[src/rtl/morph_filter_nxn.sv]
`default_nettype none
// ============================================================================
//  Module      : morph_filter_nxn
//  Description : KxK (K = 3 or 5) binary morphological filter for a 1-bit
//                pixel stream with vs/hs/clken framing. Modes: pass, erode,
//                dilate, majority. Fixed 3-cycle latency, sync delayed to
//                match. Optional foreground counter enabled by the macro
//                MORPH_STATS_EN (adds fg_count / fg_count_valid ports).
//  Revision    : 1.0  initial release
// ============================================================================
module morph_filter_nxn #(
    parameter int IMG_WIDTH  = 800,
    parameter int KSIZE      = 3,
    parameter bit BORDER_VAL = 1'b0,
    parameter int CNT_W      = 20
) (
    input  logic             clk,
    input  logic             rst,
    input  logic             pre_vs,
    input  logic             pre_hs,
    input  logic             pre_clken,
    input  logic             pre_imgbit,
    input  logic [1:0]       mode,
    output logic             post_vs,
    output logic             post_hs,
    output logic             post_clken,
    output logic             post_imgbit
`ifdef MORPH_STATS_EN
    ,
    output logic [CNT_W-1:0] fg_count,
    output logic             fg_count_valid
`endif
);

    localparam int c_radius  = (KSIZE - 1) / 2;
    localparam int c_nb      = KSIZE - 1;
    localparam int c_col_w   = $clog2(IMG_WIDTH + 1);
    localparam int c_addr_w  = $clog2(IMG_WIDTH);
    localparam int c_row_w   = $clog2(KSIZE);
    localparam int c_row_max = KSIZE - 1;
    localparam int c_maj     = (KSIZE * KSIZE) / 2;
    localparam int c_pc_w    = $clog2(KSIZE * KSIZE + 1);

    // Line buffers: lb_mem[j][c] holds the pixel j+1 rows above at column c.
    logic lb_mem [0:c_nb-1][0:IMG_WIDTH-1];

    // Front-end / datapath intermediates
    logic                  vs_rise;
    logic                  clken_fall;
    logic [c_col_w-1:0]    cur_col;
    logic [c_row_w-1:0]    cur_row;
    logic                  in_range;
    logic                  lb_we;
    logic [c_addr_w-1:0]   lb_addr;
    logic [c_nb-1:0]       lb_rd;
    logic [KSIZE-1:0]      new_col;
    logic [c_pc_w-1:0]     popcnt;
    logic                  result;

    // Registered state (_q) and next-state (_d)
    logic                  vs_prev_q, vs_prev_d;
    logic                  clken_prev_q, clken_prev_d;
    logic [c_col_w-1:0]    col_q, col_d;
    logic [c_row_w-1:0]    row_q, row_d;
    logic                  frame_ok_q, frame_ok_d;
    logic [1:0]            mode_q, mode_d;
    logic                  s1_valid_q, s1_valid_d;
    logic                  s1_oob_q, s1_oob_d;
    logic                  s1_first_q, s1_first_d;
    logic                  s1_pix_q, s1_pix_d;
    logic [c_nb-1:0]       s1_lb_q, s1_lb_d;
    logic [c_row_w-1:0]    s1_row_q, s1_row_d;
    logic [1:0]            s1_mode_q, s1_mode_d;
    // win_q[j][k]: column age j (0 = newest), row offset k (0 = current row)
    logic [KSIZE-1:0][KSIZE-1:0] win_q, win_d;
    logic                  s2_valid_q, s2_valid_d;
    logic                  s2_oob_q, s2_oob_d;
    logic [1:0]            s2_mode_q, s2_mode_d;
    logic                  vs_s1_q, vs_s1_d;
    logic                  vs_s2_q, vs_s2_d;
    logic                  hs_s1_q, hs_s1_d;
    logic                  hs_s2_q, hs_s2_d;
    logic                  post_vs_q, post_vs_d;
    logic                  post_hs_q, post_hs_d;
    logic                  post_clken_q, post_clken_d;
    logic                  post_imgbit_q, post_imgbit_d;

    // Line-buffer write: push the incoming pixel in, cascade older rows down.
    always_ff @(posedge clk) begin
        if (lb_we) begin
            lb_mem[0][lb_addr] <= pre_imgbit;
            for (int j = 1; j < c_nb; j++) begin
                lb_mem[j][lb_addr] <= lb_mem[j-1][lb_addr];
            end
        end
    end

    // Next-state logic for counters, the three pipeline stages and sync delay.
    always_comb begin
        // Frame/line edge detection; a frame start overrides stale counts.
        vs_rise    = pre_vs & ~vs_prev_q;
        clken_fall = clken_prev_q & ~pre_clken;
        cur_col    = vs_rise ? '0 : col_q;
        cur_row    = vs_rise ? '0 : row_q;
        in_range   = (cur_col < c_col_w'(IMG_WIDTH));
        lb_we      = pre_clken & in_range;
        lb_addr    = in_range ? cur_col[c_addr_w-1:0] : '0;
        for (int j = 0; j < c_nb; j++) begin
            lb_rd[j] = lb_mem[j][lb_addr];
        end

        vs_prev_d    = pre_vs;
        clken_prev_d = pre_clken;
        frame_ok_d   = frame_ok_q | vs_rise;
        mode_d       = vs_rise ? mode : mode_q;

        // Column saturates at IMG_WIDTH; row only needs to reach K-1 since
        // it is used solely to decide which window rows lie above the frame.
        col_d = cur_col;
        row_d = cur_row;
        if (pre_clken && in_range) begin
            col_d = cur_col + c_col_w'(1);
        end else if (clken_fall) begin
            col_d = '0;
            if (!vs_rise && (row_q < c_row_w'(c_row_max))) begin
                row_d = row_q + c_row_w'(1);
            end
        end

        // Stage 1: capture pixel, line-buffer column and position flags.
        s1_valid_d = pre_clken;
        s1_oob_d   = ~in_range;
        s1_first_d = (cur_col == '0);
        s1_pix_d   = pre_imgbit;
        s1_lb_d    = lb_rd;
        s1_row_d   = cur_row;
        s1_mode_d  = mode_d;

        // Stage 2: mask rows above the frame, shift the window on valid only.
        new_col[0] = s1_pix_q;
        for (int k = 1; k < KSIZE; k++) begin
            new_col[k] = (s1_row_q < c_row_w'(k)) ? BORDER_VAL : s1_lb_q[k-1];
        end
        win_d = win_q;
        if (s1_valid_q) begin
            win_d[0] = new_col;
            for (int j = 1; j < KSIZE; j++) begin
                // At column 0 every older column lies left of the frame.
                win_d[j] = s1_first_q ? {KSIZE{BORDER_VAL}} : win_q[j-1];
            end
        end
        s2_valid_d = s1_valid_q;
        s2_oob_d   = s1_oob_q;
        s2_mode_d  = s1_mode_q;

        // Stage 3: apply the selected operation to the settled window.
        popcnt = '0;
        for (int j = 0; j < KSIZE; j++) begin
            for (int k = 0; k < KSIZE; k++) begin
                popcnt = popcnt + c_pc_w'(win_q[j][k]);
            end
        end
        case (s2_mode_q)
            2'b00:   result = win_q[c_radius][c_radius];
            2'b01:   result = &win_q;
            2'b10:   result = |win_q;
            default: result = (popcnt > c_pc_w'(c_maj));
        endcase
        post_clken_d  = s2_valid_q & frame_ok_q;
        post_imgbit_d = s2_valid_q & frame_ok_q & (s2_oob_q ? BORDER_VAL : result);

        // Sync delay line, kept in step with the data pipeline.
        vs_s1_d   = pre_vs;
        vs_s2_d   = vs_s1_q;
        post_vs_d = vs_s2_q;
        hs_s1_d   = pre_hs;
        hs_s2_d   = hs_s1_q;
        post_hs_d = hs_s2_q;
    end

    // State registers with asynchronous reset.
    always_ff @(posedge clk or posedge rst) begin
        if (rst) begin
            vs_prev_q     <= 1'b0;
            clken_prev_q  <= 1'b0;
            col_q         <= '0;
            row_q         <= '0;
            frame_ok_q    <= 1'b0;
            mode_q        <= 2'b00;
            s1_valid_q    <= 1'b0;
            s1_oob_q      <= 1'b0;
            s1_first_q    <= 1'b0;
            s1_pix_q      <= 1'b0;
            s1_lb_q       <= '0;
            s1_row_q      <= '0;
            s1_mode_q     <= 2'b00;
            win_q         <= '0;
            s2_valid_q    <= 1'b0;
            s2_oob_q      <= 1'b0;
            s2_mode_q     <= 2'b00;
            vs_s1_q       <= 1'b0;
            vs_s2_q       <= 1'b0;
            hs_s1_q       <= 1'b0;
            hs_s2_q       <= 1'b0;
            post_vs_q     <= 1'b0;
            post_hs_q     <= 1'b0;
            post_clken_q  <= 1'b0;
            post_imgbit_q <= 1'b0;
        end else begin
            vs_prev_q     <= vs_prev_d;
            clken_prev_q  <= clken_prev_d;
            col_q         <= col_d;
            row_q         <= row_d;
            frame_ok_q    <= frame_ok_d;
            mode_q        <= mode_d;
            s1_valid_q    <= s1_valid_d;
            s1_oob_q      <= s1_oob_d;
            s1_first_q    <= s1_first_d;
            s1_pix_q      <= s1_pix_d;
            s1_lb_q       <= s1_lb_d;
            s1_row_q      <= s1_row_d;
            s1_mode_q     <= s1_mode_d;
            win_q         <= win_d;
            s2_valid_q    <= s2_valid_d;
            s2_oob_q      <= s2_oob_d;
            s2_mode_q     <= s2_mode_d;
            vs_s1_q       <= vs_s1_d;
            vs_s2_q       <= vs_s2_d;
            hs_s1_q       <= hs_s1_d;
            hs_s2_q       <= hs_s2_d;
            post_vs_q     <= post_vs_d;
            post_hs_q     <= post_hs_d;
            post_clken_q  <= post_clken_d;
            post_imgbit_q <= post_imgbit_d;
        end
    end

    assign post_vs     = post_vs_q;
    assign post_hs     = post_hs_q;
    assign post_clken  = post_clken_q;
    assign post_imgbit = post_imgbit_q;

`ifdef MORPH_STATS_EN
    logic             post_vs_prev_q, post_vs_prev_d;
    logic [CNT_W-1:0] fg_acc_q, fg_acc_d;
    logic [CNT_W-1:0] fg_count_q, fg_count_d;
    logic             fg_count_valid_q, fg_count_valid_d;
    logic             post_vs_rise;

    // Foreground accumulator: saturating count, reported and cleared at the
    // start of each output frame.
    always_comb begin
        post_vs_rise     = post_vs_q & ~post_vs_prev_q;
        post_vs_prev_d   = post_vs_q;
        fg_acc_d         = fg_acc_q;
        fg_count_d       = fg_count_q;
        fg_count_valid_d = post_vs_rise;
        if (post_vs_rise) begin
            fg_count_d = fg_acc_q;
            fg_acc_d   = '0;
        end else if (post_clken_q && post_imgbit_q && (fg_acc_q != {CNT_W{1'b1}})) begin
            fg_acc_d = fg_acc_q + CNT_W'(1);
        end
    end

    // Statistics registers.
    always_ff @(posedge clk or posedge rst) begin
        if (rst) begin
            post_vs_prev_q   <= 1'b0;
            fg_acc_q         <= '0;
            fg_count_q       <= '0;
            fg_count_valid_q <= 1'b0;
        end else begin
            post_vs_prev_q   <= post_vs_prev_d;
            fg_acc_q         <= fg_acc_d;
            fg_count_q       <= fg_count_d;
            fg_count_valid_q <= fg_count_valid_d;
        end
    end

    assign fg_count       = fg_count_q;
    assign fg_count_valid = fg_count_valid_q;
`else
    // Counter width is only meaningful with statistics enabled.
    logic [CNT_W-1:0] stats_unused;
    assign stats_unused = '0;
`endif

endmodule
`default_nettype wire
[config.mk]
export PLATFORM = sky130hd
export DESIGN_NAME = morph_filter_nxn
export DESIGN_NICKNAME = d
export VERILOG_FILES = /design/src/rtl/morph_filter_nxn.sv
export SDC_FILE = /design/constraint.sdc
export NUM_CORES = 2
export LEC_CHECK = 0
export ABC_AREA = 1
export CAP_MARGIN = 20
export CORE_UTILIZATION = 52
export DETAILED_ROUTE_END_ITERATION = 8
export PLACE_DENSITY = 0.78
export SYNTH_ARGS = -nofsm -noshare
export SYNTH_HDL_FRONTEND = slang
export SYNTH_SLANG_ARGS = --single-unit
[constraint.sdc]
create_clock -name clk -period 33.8 [get_ports clk]
set_clock_uncertainty 0.15 [all_clocks]
set_input_delay 6.76 -clock clk [delete_from_list [all_inputs] [get_ports clk]]
set_output_delay 6.76 -clock clk [all_outputs]
set_load 0.02 [all_outputs]
==> run metrics <==
Post-Syn Area=70640 µm²; #FFs+latches synth=1644; DRT iter0 DRCs=7914; Slew HR=-9.580%; CP top delay family=buffers and inverters; worst-margin pin slew=between 1500 and 2000 ps; combinational cell fraction of total power=11.5%; Area contributors post-synth=edfxtp_1 68%, nand2_1 13%, nor2_1 6.2%; Die Y=approximately 370 µm; peak supply drop=55.58 µV; most used cell, CP=buf_4; post-place instance area=71960 µm²; final instance area=76920 µm²; P_sw=0.001167 W; Post-CTS Hold Buffers=0; TNS Setup=0 ps; pin count of the biggest net entering global routing=269; GRT Util Overall=28.52%; GPL Wtd Cong=approximately 0.9; CTS Buf Count=158; Antenna diodes=0; Top FF cell, synth=edfxtp_1; Achievable Freq=69.41 MHz; run status=finished with violations; register area share after synthesis=69.58%; Cell Rows=approximately 130; grt total ovfl=0; DRC=0; most frequent cells after synthesis=2480 x nand2_1, 1600 x edfxtp_1, 1174 x nor2_1, 480 x nand3_1, 202 x inv_1; final hold vios=0; final worst-path setup slack=roughly 19000 ps; clock share of power=a little under two fifths; Max clock buf depth=3; nets=6724; layout cells sized above 1=between 5 and 6%; Post-synth EDFFs=1600; Crit-path slowest cell=buf_4; Synth Warn #=0; Clock transition at path regs=~60 ps; failing checks=max-slew violations; Internal Power=around 0.0033 W; I/O Pins=12; DIE AREA=~140000 µm²; Worst EP arrival=14840 ps; Area Overhead vs Synth=8.895%; TritonRoute pass-1 iters=6; critical path class=primary input to flop; worst slack at placement=18450 ps; DP HPWL=between 100000 and 150000 µm; Post-CTS Setup Repair Bufs=0; Final Cycle Share=a little over two fifths; Critical Path Start=pre_vs; top cell type's share of synthesized area=just under 70%; root buffer cell=clkbuf_16; antenna violations before repair=3; first-pass GRT wire length=294200 µm; Yosys cell types=40; CTS resizes=0; CTS tree=done; Routed Antenna Nets=0; Starting Density=52.66%; final wirelength=slightly below 200000 µm; Net Sw Frac=25.85%; fillcell total=10700; Die X=370.6 µm; PD cells=58.71 nW/µm²; Crit path required time=34230 ps; wire per inst=approximately 23 µm; Worst setup EP type=flop; Max-Cap Viols=0; most frequent cell after synthesis=nand2_1; Reg2Reg Setup Slack=25480 ps; Slew Viols, Final=119; vias in the first global route=49940; Setup Viol. Count Final=0; CP Launch Type=primary input; Syn Area/Cell=10.29 µm²; DR vias/cell=5.954; Synth async-reset ratio=under 10%; cells after synthesis=approximately 7000; worst r2r src=vs_s1_q$_DFF_PP0_; Largest stage delay, worst path=900 ps; clk sink count=1644; Final min period=14410 ps; via count=51200; H-tree depth=4; Leak=between 20 and 30 nW; unrepaired setup endpoints after global routing=false; CP max FO=100; Mapped Nets=6882; hold_sp=hs_s2_q$_DFF_PP0_; core area=around 130000 µm²; Port Buffers=11; worst path bufs/invs=10; Clk Latency, worst-skew pair=between 800 and 900 ps; Synth area leader=edfxtp_1; type of the tightest min-delay check=flop to flop; Flop pwr share=51.4%
-- through the flow --
| stage | cells | utilization [%] | power (W) | hold slack, ps |
|---|---|---|---|---|
| after floorplan | 6863 | - | 0.002765 | 181.2 |
| after global routing | 8599 | 57.35 | 0.004633 | 208.2 |
| after CTS | 8593 | 57.23 | 0.004501 | 201.7 |
| after global placement | 8305 | 53.61 | 0.002853 | 183.4 |
| after detailed placement | 8307 | 53.65 | 0.002860 | 184.7 |
| final | 8599 | 57.35 | 0.004516 | 193.0 |
-- power groups by stage --
stage / clock network (W) / logic (W) / registers (W)
final: 0.00168 / 0.000518 / 0.00232
after global routing: 0.00176 / 0.000554 / 0.00232
after CTS: 0.00168 / 0.000498 / 0.00232
after detailed placement: 0 / 0.000495 / 0.00237
after global placement: 0 / 0.000487 / 0.00237
after floorplan: 0 / 0.000309 / 0.00246
-- per-layer routing --
metal	global-route usage, %	vias up	routed length [µm]
met5	0	-	8
met2	46.24	3566	92810
li1	-	22590	-
met4	17.08	2	12710
met3	6.051	695	23840
met1	35.27	24350	67770
-- cells by family after synthesis --
group / share of synthesized area (%)
buffers and inverters: 3.946
and+or+nand+nor: 24.36
xor gates and xnor gates: 0.01240
DFF: 69.58
AOI/OAI and AO/OA: 1.856
adders and majority gates: 0.2480
-- sequential cells by signal, summed over array words and instances (netlist names) --
signal / cells
post_vs_d: 1
s1_oob_q: 1
s2_valid_q: 1
s1_valid_q: 1
col_q: 10
post_hs: 1
frame_ok_q: 1
s1_first_q: 1
hs_s2_q: 1
s1_row_q: 2
s1_lb_q: 2
hs_s1_q: 1
s1_pix_q: 1
post_imgbit: 1
vs_s1_q: 1
row_q: 2
s2_oob_q: 1
s2_mode_q: 2
post_vs: 1
lb_mem: 1600
win_q: 9
s1_mode_q: 2
post_clken: 1
-- layout by cell type, fill, tap and decap left out, types with 10 or more instances in the layout --
| cell type | count |
|---|---|
| a21oi_1 | 116 |
| inv_1 | 200 |
| clkdlybuf4s50_1 | 10 |
| inv_2 | 32 |
| o21ai_0 | 60 |
| clkbuf_1 | 35 |
| clkinv_2 | 30 |
| dfrtp_1 | 44 |
| edfxtp_1 | 1600 |
| nor2_4 | 11 |
| o21ai_1 | 19 |
| clkinv_1 | 40 |
| o22ai_1 | 24 |
| nand4_1 | 140 |
| buf_4 | 85 |
| nand3_1 | 480 |
| nor2_1 | 1165 |
| clkbuf_16 | 161 |
| nand2_1 | 2477 |
-- final cells by class --
cell class	count	area, µm²	share of cell area, %
clock buffer	196	4160	5.408
clock inverter	90	635.6	0.8263
inverter	237	907.1	1.179
multi-input combinational	4556	18810	24.45
sequential	1644	49150	63.89
tap	1768	2212	2.876
timing repair buffer	108	1054	1.370
-- worst paths after layout --
check / endpoint / cells past startpoint
max reg2reg: lb_mem[0][1259]$_DFFE_PP_ / 23
max: lb_mem[0][1259]$_DFFE_PP_ / 25
min in group asynchronous: post_hs$_DFF_PP0_ / 2
min reg2reg: post_hs$_DFF_PP0_ / 0
min: post_hs$_DFF_PP0_ / 0
max in group asynchronous: s2_oob_q$_DFF_PP0_ / 2
No activity file was read; power rests on OpenSTA's default activity.
